File: src/rtl/audio_codec_config.sv
// WM8731-class codec configurator: replays a fixed init table (or one host write)
// over a write-only I2C master built from four-quarter bit slots.
module audio_codec_config #(
   parameter int unsigned CLK_FREQ = 50_000_000,
   parameter int unsigned I2C_FREQ = 100_000,
   parameter logic [6:0]  DEV_ADDR = 7'h1A,
   parameter int unsigned NUM_REGS = 11
) (
   input  logic       clk,
   input  logic       reset,
   input  logic       start,
   input  logic       wr_req,
   input  logic [6:0] wr_reg,
   input  logic [8:0] wr_data,
   output logic       busy,
   output logic       done,
   output logic       ack_error,
   output logic [3:0] err_index,
   output logic       i2c_sclk,
   output logic       i2c_sdat_oe,
   input  logic       i2c_sdat_in
);

   localparam int unsigned QTR      = CLK_FREQ / (4 * I2C_FREQ);
   localparam int unsigned DIV_W    = (QTR > 1) ? $clog2(QTR) : 1;
   localparam logic [DIV_W-1:0] DIV_LAST = DIV_W'(QTR - 1);
   localparam logic [3:0]  IDX_LAST = 4'(NUM_REGS - 1);

   typedef enum logic [2:0] {
      S_IDLE, S_START, S_BIT, S_ACK, S_STOP, S_GAP, S_FINISH
   } state_e;

   function automatic logic [15:0] init_word(input logic [3:0] idx);
      case (idx)
         4'd0:    return 16'h1E00;
         4'd1:    return 16'h0017;
         4'd2:    return 16'h0217;
         4'd3:    return 16'h0479;
         4'd4:    return 16'h0679;
         4'd5:    return 16'h0812;
         4'd6:    return 16'h0A06;
         4'd7:    return 16'h0C00;
         4'd8:    return 16'h0E42;
         4'd9:    return 16'h1000;
         4'd10:   return 16'h1201;
         default: return 16'h0000;
      endcase
   endfunction

   state_e           state_q, state_d;
   logic [DIV_W-1:0] div_q;
   logic [1:0]       qtr_q;
   logic [4:0]       bit_cnt_q;
   logic [3:0]       idx_q;
   logic             single_q;
   logic [15:0]      wr_word_q;
   logic             ack_error_q;
   logic [3:0]       err_index_q;

   logic        busy_w, tick, slot_end, accept, nack_now, frame_bit;
   logic [23:0] frame;

   assign busy_w    = (state_q != S_IDLE) && (state_q != S_FINISH);
   assign tick      = busy_w && (div_q == DIV_LAST);
   assign slot_end  = tick && (qtr_q == 2'd3);
   assign accept    = (state_q == S_IDLE) && (start || wr_req);
   assign frame     = {DEV_ADDR, 1'b0, (single_q ? wr_word_q : init_word(idx_q))};
   assign frame_bit = frame[bit_cnt_q];
   assign nack_now  = (state_q == S_ACK) && tick && (qtr_q == 2'd2) && i2c_sdat_in;

   always_ff @(posedge clk) begin
      if (reset) state_q <= S_IDLE;
      else       state_q <= state_d;
   end

   // bit_cnt_q walks the 24-bit frame 23..0; it stays on a byte's last bit through
   // the ACK slot, and is reused as the slot counter while in GAP.
   always_comb begin
      state_d = state_q;
      case (state_q)
         S_IDLE:   if (accept) state_d = S_START;
         S_START:  if (slot_end) state_d = S_BIT;
         S_BIT:    if (slot_end && bit_cnt_q[2:0] == 3'd0) state_d = S_ACK;
         S_ACK:    if (slot_end) state_d = (ack_error_q || bit_cnt_q == 5'd0) ? S_STOP : S_BIT;
         S_STOP:   if (slot_end) state_d = ack_error_q ? S_FINISH : S_GAP;
         S_GAP:    if (slot_end && bit_cnt_q == 5'd0)
                      state_d = (single_q || idx_q == IDX_LAST) ? S_FINISH : S_START;
         S_FINISH: state_d = S_IDLE;
         default:  state_d = S_IDLE;
      endcase
   end

   always_ff @(posedge clk) begin
      if (reset) begin
         div_q       <= '0;
         qtr_q       <= 2'd0;
         bit_cnt_q   <= 5'd0;
         idx_q       <= 4'd0;
         single_q    <= 1'b0;
         wr_word_q   <= 16'h0000;
         ack_error_q <= 1'b0;
         err_index_q <= 4'd0;
      end else begin
         div_q <= (busy_w && !tick) ? div_q + DIV_W'(1) : '0;
         if (!busy_w)   qtr_q <= 2'd0;
         else if (tick) qtr_q <= qtr_q + 2'd1;

         case (state_q)
            S_IDLE: if (accept) begin
               single_q    <= !start;
               wr_word_q   <= {wr_reg, wr_data};
               idx_q       <= 4'd0;
               ack_error_q <= 1'b0;
               err_index_q <= 4'd0;
            end
            S_START: if (slot_end) bit_cnt_q <= 5'd23;
            S_BIT:   if (slot_end && bit_cnt_q[2:0] != 3'd0) bit_cnt_q <= bit_cnt_q - 5'd1;
            S_ACK: begin
               if (nack_now) begin
                  ack_error_q <= 1'b1;
                  err_index_q <= single_q ? 4'd0 : idx_q;
               end
               if (slot_end && !ack_error_q && bit_cnt_q != 5'd0) bit_cnt_q <= bit_cnt_q - 5'd1;
            end
            S_STOP: if (slot_end) bit_cnt_q <= 5'd3;
            S_GAP: if (slot_end) begin
               if (bit_cnt_q != 5'd0)                   bit_cnt_q <= bit_cnt_q - 5'd1;
               else if (!single_q && idx_q != IDX_LAST) idx_q     <= idx_q + 4'd1;
            end
            default: ;
         endcase
      end
   end

   // NOTE: bus lines are decoded from registered state, so a synchronous reset
   // returns them to idle on the very next clock without a STOP.
   always_comb begin
      busy        = busy_w;
      done        = (state_q == S_FINISH);
      i2c_sclk    = 1'b1;
      i2c_sdat_oe = 1'b0;
      case (state_q)
         S_START: begin
            i2c_sclk    = (qtr_q != 2'd3);
            i2c_sdat_oe = qtr_q[1];
         end
         S_BIT: begin
            i2c_sclk    = (qtr_q == 2'd1) || (qtr_q == 2'd2);
            i2c_sdat_oe = !frame_bit;
         end
         S_ACK:   i2c_sclk = (qtr_q == 2'd1) || (qtr_q == 2'd2);
         S_STOP: begin
            i2c_sclk    = (qtr_q != 2'd0);
            i2c_sdat_oe = !qtr_q[1];
         end
         default: ;
      endcase
   end

   assign ack_error = ack_error_q;
   assign err_index = err_index_q;

endmodule
File: config.mk
export PLATFORM = sky130hd
export DESIGN_NAME = audio_codec_config
export DESIGN_NICKNAME = d
export VERILOG_FILES = /design/src/rtl/audio_codec_config.sv
export SDC_FILE = /design/constraint.sdc
export NUM_CORES = 1
export LEC_CHECK = 0
export BUFFER_PORTS_ARGS = -buffer_cell sky130_fd_sc_hd__clkbuf_2
export CAP_MARGIN = 10
export CORE_ASPECT_RATIO = 0.5
export CORE_MARGIN = 2
export CORE_UTILIZATION = 30
export CTS_BUF_LIST = sky130_fd_sc_hd__clkbuf_4 sky130_fd_sc_hd__clkbuf_8
export DETAILED_ROUTE_END_ITERATION = 8
export PLACE_DENSITY = 0.6
export REMOVE_ABC_BUFFERS = 1
export SLEW_MARGIN = 20
export SYNTH_ARGS = -nofsm -noshare
export SYNTH_HDL_FRONTEND = slang
export SYNTH_SLANG_ARGS = --single-unit
File: constraint.sdc
create_clock -name clk -period 2.55 [get_ports clk]
set_clock_uncertainty 0.05 [all_clocks]
set_input_delay 0.51 -clock clk [delete_from_list [all_inputs] [get_ports clk]]
set_output_delay 0.51 -clock clk [all_outputs]
set_load 0.02 [all_outputs]
Word level (Yosys, flattened, before mapping)
Memories as Yosys holds them, arrays and structs flattened. A register that Yosys moved wholly into a read port is not among the register bits.
Cells that the tools add are included.

storage, ports and cells
  ROM bits = 176
  output and inout bits = 9
  input bits = 21
  register bits after elaboration = 43
  logic and storage cells = 121
  memories kept = 1

cells by class
  eq/ne operators = 27
  mux-type cells = 35
  reduce and logical (&&, ||, !) cells = 42
  add/subtract/negate cells = 4
  bitwise operators = 2
  $lt $le $gt $ge = 1

memory list
  name             depth  width  rd ports  clocked after memory_dff  wr ports  RTL line  text
  (no name shown)  16     11     1         1                         0         34        case (idx)

operators with widths
  cell                 count
  $mux 4               8
  $mux 5               6
  $ne 2x2->1 const B   13
  $pmux 5 s5           1
  $mux 3               8
  $pmux 3 s6           1
  $mux 16              1
  $pmux 4 s2           2
  $logic_and 1x1->1    14
  $reduce_bool 5->1    2
  $eq 3x3->1 const B   3
  $add 7x1->7 const B  1
  $eq 7x7->1 const B   1
  $reduce_and 7->1     1
  $eq 3x2->1 const B   2
  $logic_not 1->1      6
  $logic_not 3->1      2
  $lt 5x6->1 const B   1
  $pmux 1 s3           2
  $reduce_and 6->1     1
  $reduce_bool 2->1    3
  $reduce_bool 3->1    2
  $reduce_or 2->1      3
  $bmux 1 s5           1
  19 further kinds     26

Logic depth before layout (Yosys ltp)
  depth after elaboration = 8
  mapped depth = 14
  depth with buffers taken out = 13

Worst setup path before layout
Ideal clock, no wire load.

  path kind = flip-flop to flip-flop
  start = reg bit_cnt_q[0]
  end = reg (tool-made name)
  cell stages (with the launch flop) = 13
  setup slack = -0.083 ns
  library setup time = 0.123 ns
  clock period less this slack = 2.633 ns
  data required time = 2.377 ns
  buffers on the path = 1
  arrival = 2.460 ns
  cells stage by stage = dfxtp_1 > clkbuf_1 > inv_1 > ha_1 > nor4b_4 > nor4b_4 > o22ai_1 > xnor2_1 > nor3_1 > inv_1 > ha_1 > mux2i_1 > o22ai_1

RTL lines
  element                   RTL line  text
  start: declaration        53        logic [4:0] bit_cnt_q;
  start signal: assignment  117       S_BIT: if (slot_end && bit_cnt_q[2:0] != 3'd0) bit_cnt_q <= bit_cnt_q - 5'd1;
  start signal: assignment  123       if (slot_end && !ack_error_q && bit_cnt_q != 5'd0) bit_cnt_q <= bit_cnt_q - 5'd1;
  start signal: assignment  127       if (bit_cnt_q != 5'd0) bit_cnt_q <= bit_cnt_q - 5'd1;

Worst setup path after layout
  start = reg bit_cnt_q[0]
  end = out i2c_sdat_oe

on the way
  cells in the longest elaborated chain, start to end = 4

RTL lines
  element                       RTL line  text
  $bmux 1 s5                    68        assign frame_bit = frame[bit_cnt_q];
  $mux 1 (implied by the code)  68
  $logic_not 1->1               149       i2c_sdat_oe = !frame_bit;
  $pmux 1 s3                    142       case (state_q)
  end: declaration              20        output logic i2c_sdat_oe,

No other way between the ends. The select of a mux whose other input is x is not followed.

==> metrics <==
Vias=2461; total number of yosys warnings=0; vias in the first global route=2169; Worst-path clk slew=100 ps; RSZ-0062 raised after global routing=true; final RePlAce weighted congestion=0.884; CTS tree=done; drt first-iter violations=185; HP Start=wr_reg[1]; Syn Inst Count=335; pin slew with the least headroom to its limit=538 ps; final hold vios=0; max_slew headroom=0.641; Rows=24; routed wire length=6620 um; post-synthesis cell type count=50; R2R depth=10; share of the yosys chip area belonging to registers=0.380; clk buf depth=2; Core Region=8860 um^2; Root Driver=clkbuf_8; maximum VDD drop=0.290 mV; clk sinks=53; failing checks=negative setup slack; H-tree depth=2; #FFs+latches synth=53; PwrDens=769 nW/um^2; WHS=353 ps; leak pwr=0.00143 uW; cts hold-fix bufs=0; die width=140 um; final clock period utilization by the worst path=1.07; Final min period=2730 ps; worst hold path class=in2reg; Ant. Diodes=0; IO buf count=29; average wire per standard cell=12.9 um; Total GRT Usage=0.126; fin worst setup slack=-176 ps; CP Launch Point=bit_cnt_q[0]$_SDFFE_PP0P_; placed inst area=3280 um^2; Setup crit end kind=output pin; Critical Path AT=2170 ps; die height=72.2 um; P&R area growth vs syn=30.3%; CP required=1990 ps; Post-Layout Inst Area=3640 um^2; FF-to-FF setup slack=0 ps; worst hold path depth=3; DIE AREA=10100 um^2; Max Slew Vio Count=0; met2 layer wire length in the routed design=2960 um; Synth Area per Inst=8.33 um^2; grt total ovfl=0; met3 WL=244 um; largest net degree at the start of global routing=22; global-route wire length before repair=10300 um; synthesized cell area=2790 um^2; DRT Pass-1 Iters=4; cts bufs inserted=5; via density per instance=4.81; Synth Flop Type=dfxtp_1; max frequency=367 MHz; drt drc=0; Worst R2R Start=idx_q[0]$_SDFFE_PP0N_; highest routed layer=met4; I/O pin count=30; Critical Path Fanout Max=4; ys async rst share=0; layout cells sized above 1=0.304; max-cap violations=0; initial antenna violation count=0; Initial Utilization=0.315; met1 wire length=3340 um; Worst setup SP type=register; fin util=0.411; Setup CP Type=reg2out; clk_lat worst skew=320 ps; fin nets=430; Worst Hold Path EP=wr_word_q[10]$_SDFFE_PP0P_; final setup vio count=2; Detailed Place HPWL=4720 um; Routed Antenna Nets=0; status=finished with violations; EDFF count, synth=0
## synth_stat cells (2+ instances only)
master | count | area, um^2
a211oi_1 | 4 | 30.0
a21oi_1 | 33 | 165
a22oi_1 | 2 | 15.0
a311oi_1 | 2 | 17.5
a31oi_1 | 5 | 31.3
and3_1 | 5 | 31.3
clkbuf_1 | 14 | 52.6
dfxtp_1 | 53 | 1060
ha_1 | 14 | 175
inv_1 | 16 | 60.1
mux2_2 | 2 | 22.5
mux2i_1 | 13 | 130
mux4_2 | 4 | 90.1
nand2_1 | 44 | 165
nand2b_1 | 2 | 12.5
nand3_1 | 11 | 55.1
nor2_1 | 41 | 154
nor2b_1 | 5 | 31.3
nor3_1 | 8 | 40.0
nor3b_1 | 3 | 22.5
nor4b_4 | 2 | 47.6
o21ai_0 | 13 | 65.1
o22ai_1 | 4 | 25.0
o31ai_1 | 2 | 15.0
or3_1 | 2 | 12.5
xnor2_1 | 6 | 52.6
xor2_1 | 2 | 17.5
## critical path: stages (launching register included)
cell and delay [ps]:
dfxtp_4 380, mux4_2 510, nor2_2 100, a311oi_1 60, o41ai_1 320, and3_1 200
a311o_1 140, clkbuf_8 150
## layer usage
layer,vias up,GRT usage
met5,-,0
met4,0,0.0337
met3,7,0.0290
met2,37,0.195
met1,1130,0.177
li1,1287,-
## timing repair
| action | 4_1_cts | 5_1_grt |
|---|---|---|
| gates resized for setup | 8 | 37 |
| endpoints found under the setup margin | 1 | 10 |
| cloned | 0 | 1 |
| pin swaps | 1 | 10 |
| buffers inserted | 0 | 7 |
## logic make-up (layout without fill, tap and decap cells)
group / after synthesis / count (layout) / synth area share
and+or+nand+nor: 133 / 133 / 0.235
AOI/OAI and AO/OA: 75 / 75 / 0.163
DFF: 53 / 53 / 0.380
buffers and inverters: 33 / 93 / 0.0475
muxes: 19 / 19 / 0.0870
adders and majority gates: 14 / 14 / 0.0628
xor gates and xnor gates: 8 / 8 / 0.0251
## cell type report
cell class	instances	area, um^2
clock buffers	5	68.8
clock inverters	2	38.8
fillers	869	5220
inverters	16	62.6
multi-input cells	249	1730
flip-flops and latches	53	1070
well taps	117	146
repair buffers	70	519
## cell usage in the layout (no fill, tap or decap), types with 2 or more instances in the layout
cell      instances
ha_2              2
and3_1            5
dfxtp_1          49
dfxtp_2           2
a21oi_1          32
a31oi_1           5
ha_4              3
or3_1             2
xnor2_1           5
nor2_2            2
mux2i_1          12
nor2_1           38
nand3_1          11
dfxtp_4           2
nor4b_4           2
buf_6             4
a211oi_1          4
nor2b_1           5
o21ai_0          11
inv_2             5
inv_1            10
a22oi_1           2
o21ai_1           3
mux2_2            2
clkbuf_8          6
xor2_1            2
nand2_1          44
nor3_1            6
nor3b_1           3
o22ai_1           3
clkbuf_2         28
buf_12            2
buf_4            34
a311oi_1          2
a21oi_4           2
mux4_2            4
ha_1              9
## report_power, final
part | leakage [uW] | total, uW | switching [uW] | internal [uW]
clock network | 0.0000546 | 579 | 288 | 291
logic | 0.000943 | 1160 | 648 | 508
registers | 0.000435 | 1060 | 87.7 | 974
total | 0.00143 | 2800 | 1020 | 1770
## per-stage QoR
| stage | power [uW] | worst slack [ps] | std cells | TNS [ps] |
|---|---|---|---|---|
| 2_1_floorplan | 1700 | -492 | 318 | -4680 |
| 3_3_place_gp | 2040 | 19.8 | 497 | 0 |
| 3_5_place_dp | 2040 | 51.6 | 497 | 0 |
| 4_1_cts | 2640 | -191 | 504 | -191 |
| 5_1_grt | 2990 | -267 | 512 | -768 |
| 6_report | 2800 | -176 | 512 | -180 |
## worst max-delay path by stage
stage / endpoint / cells after the start / slack (ps)
floorplan: register / 9 / -490
global placement: register / 11 / 20
detailed placement: register / 13 / 50
CTS: i2c_sdat_oe / 7 / -190
global route: i2c_sdat_oe / 7 / -270
finish: i2c_sdat_oe / 7 / -180
Power figures use the tool's default switching activity.
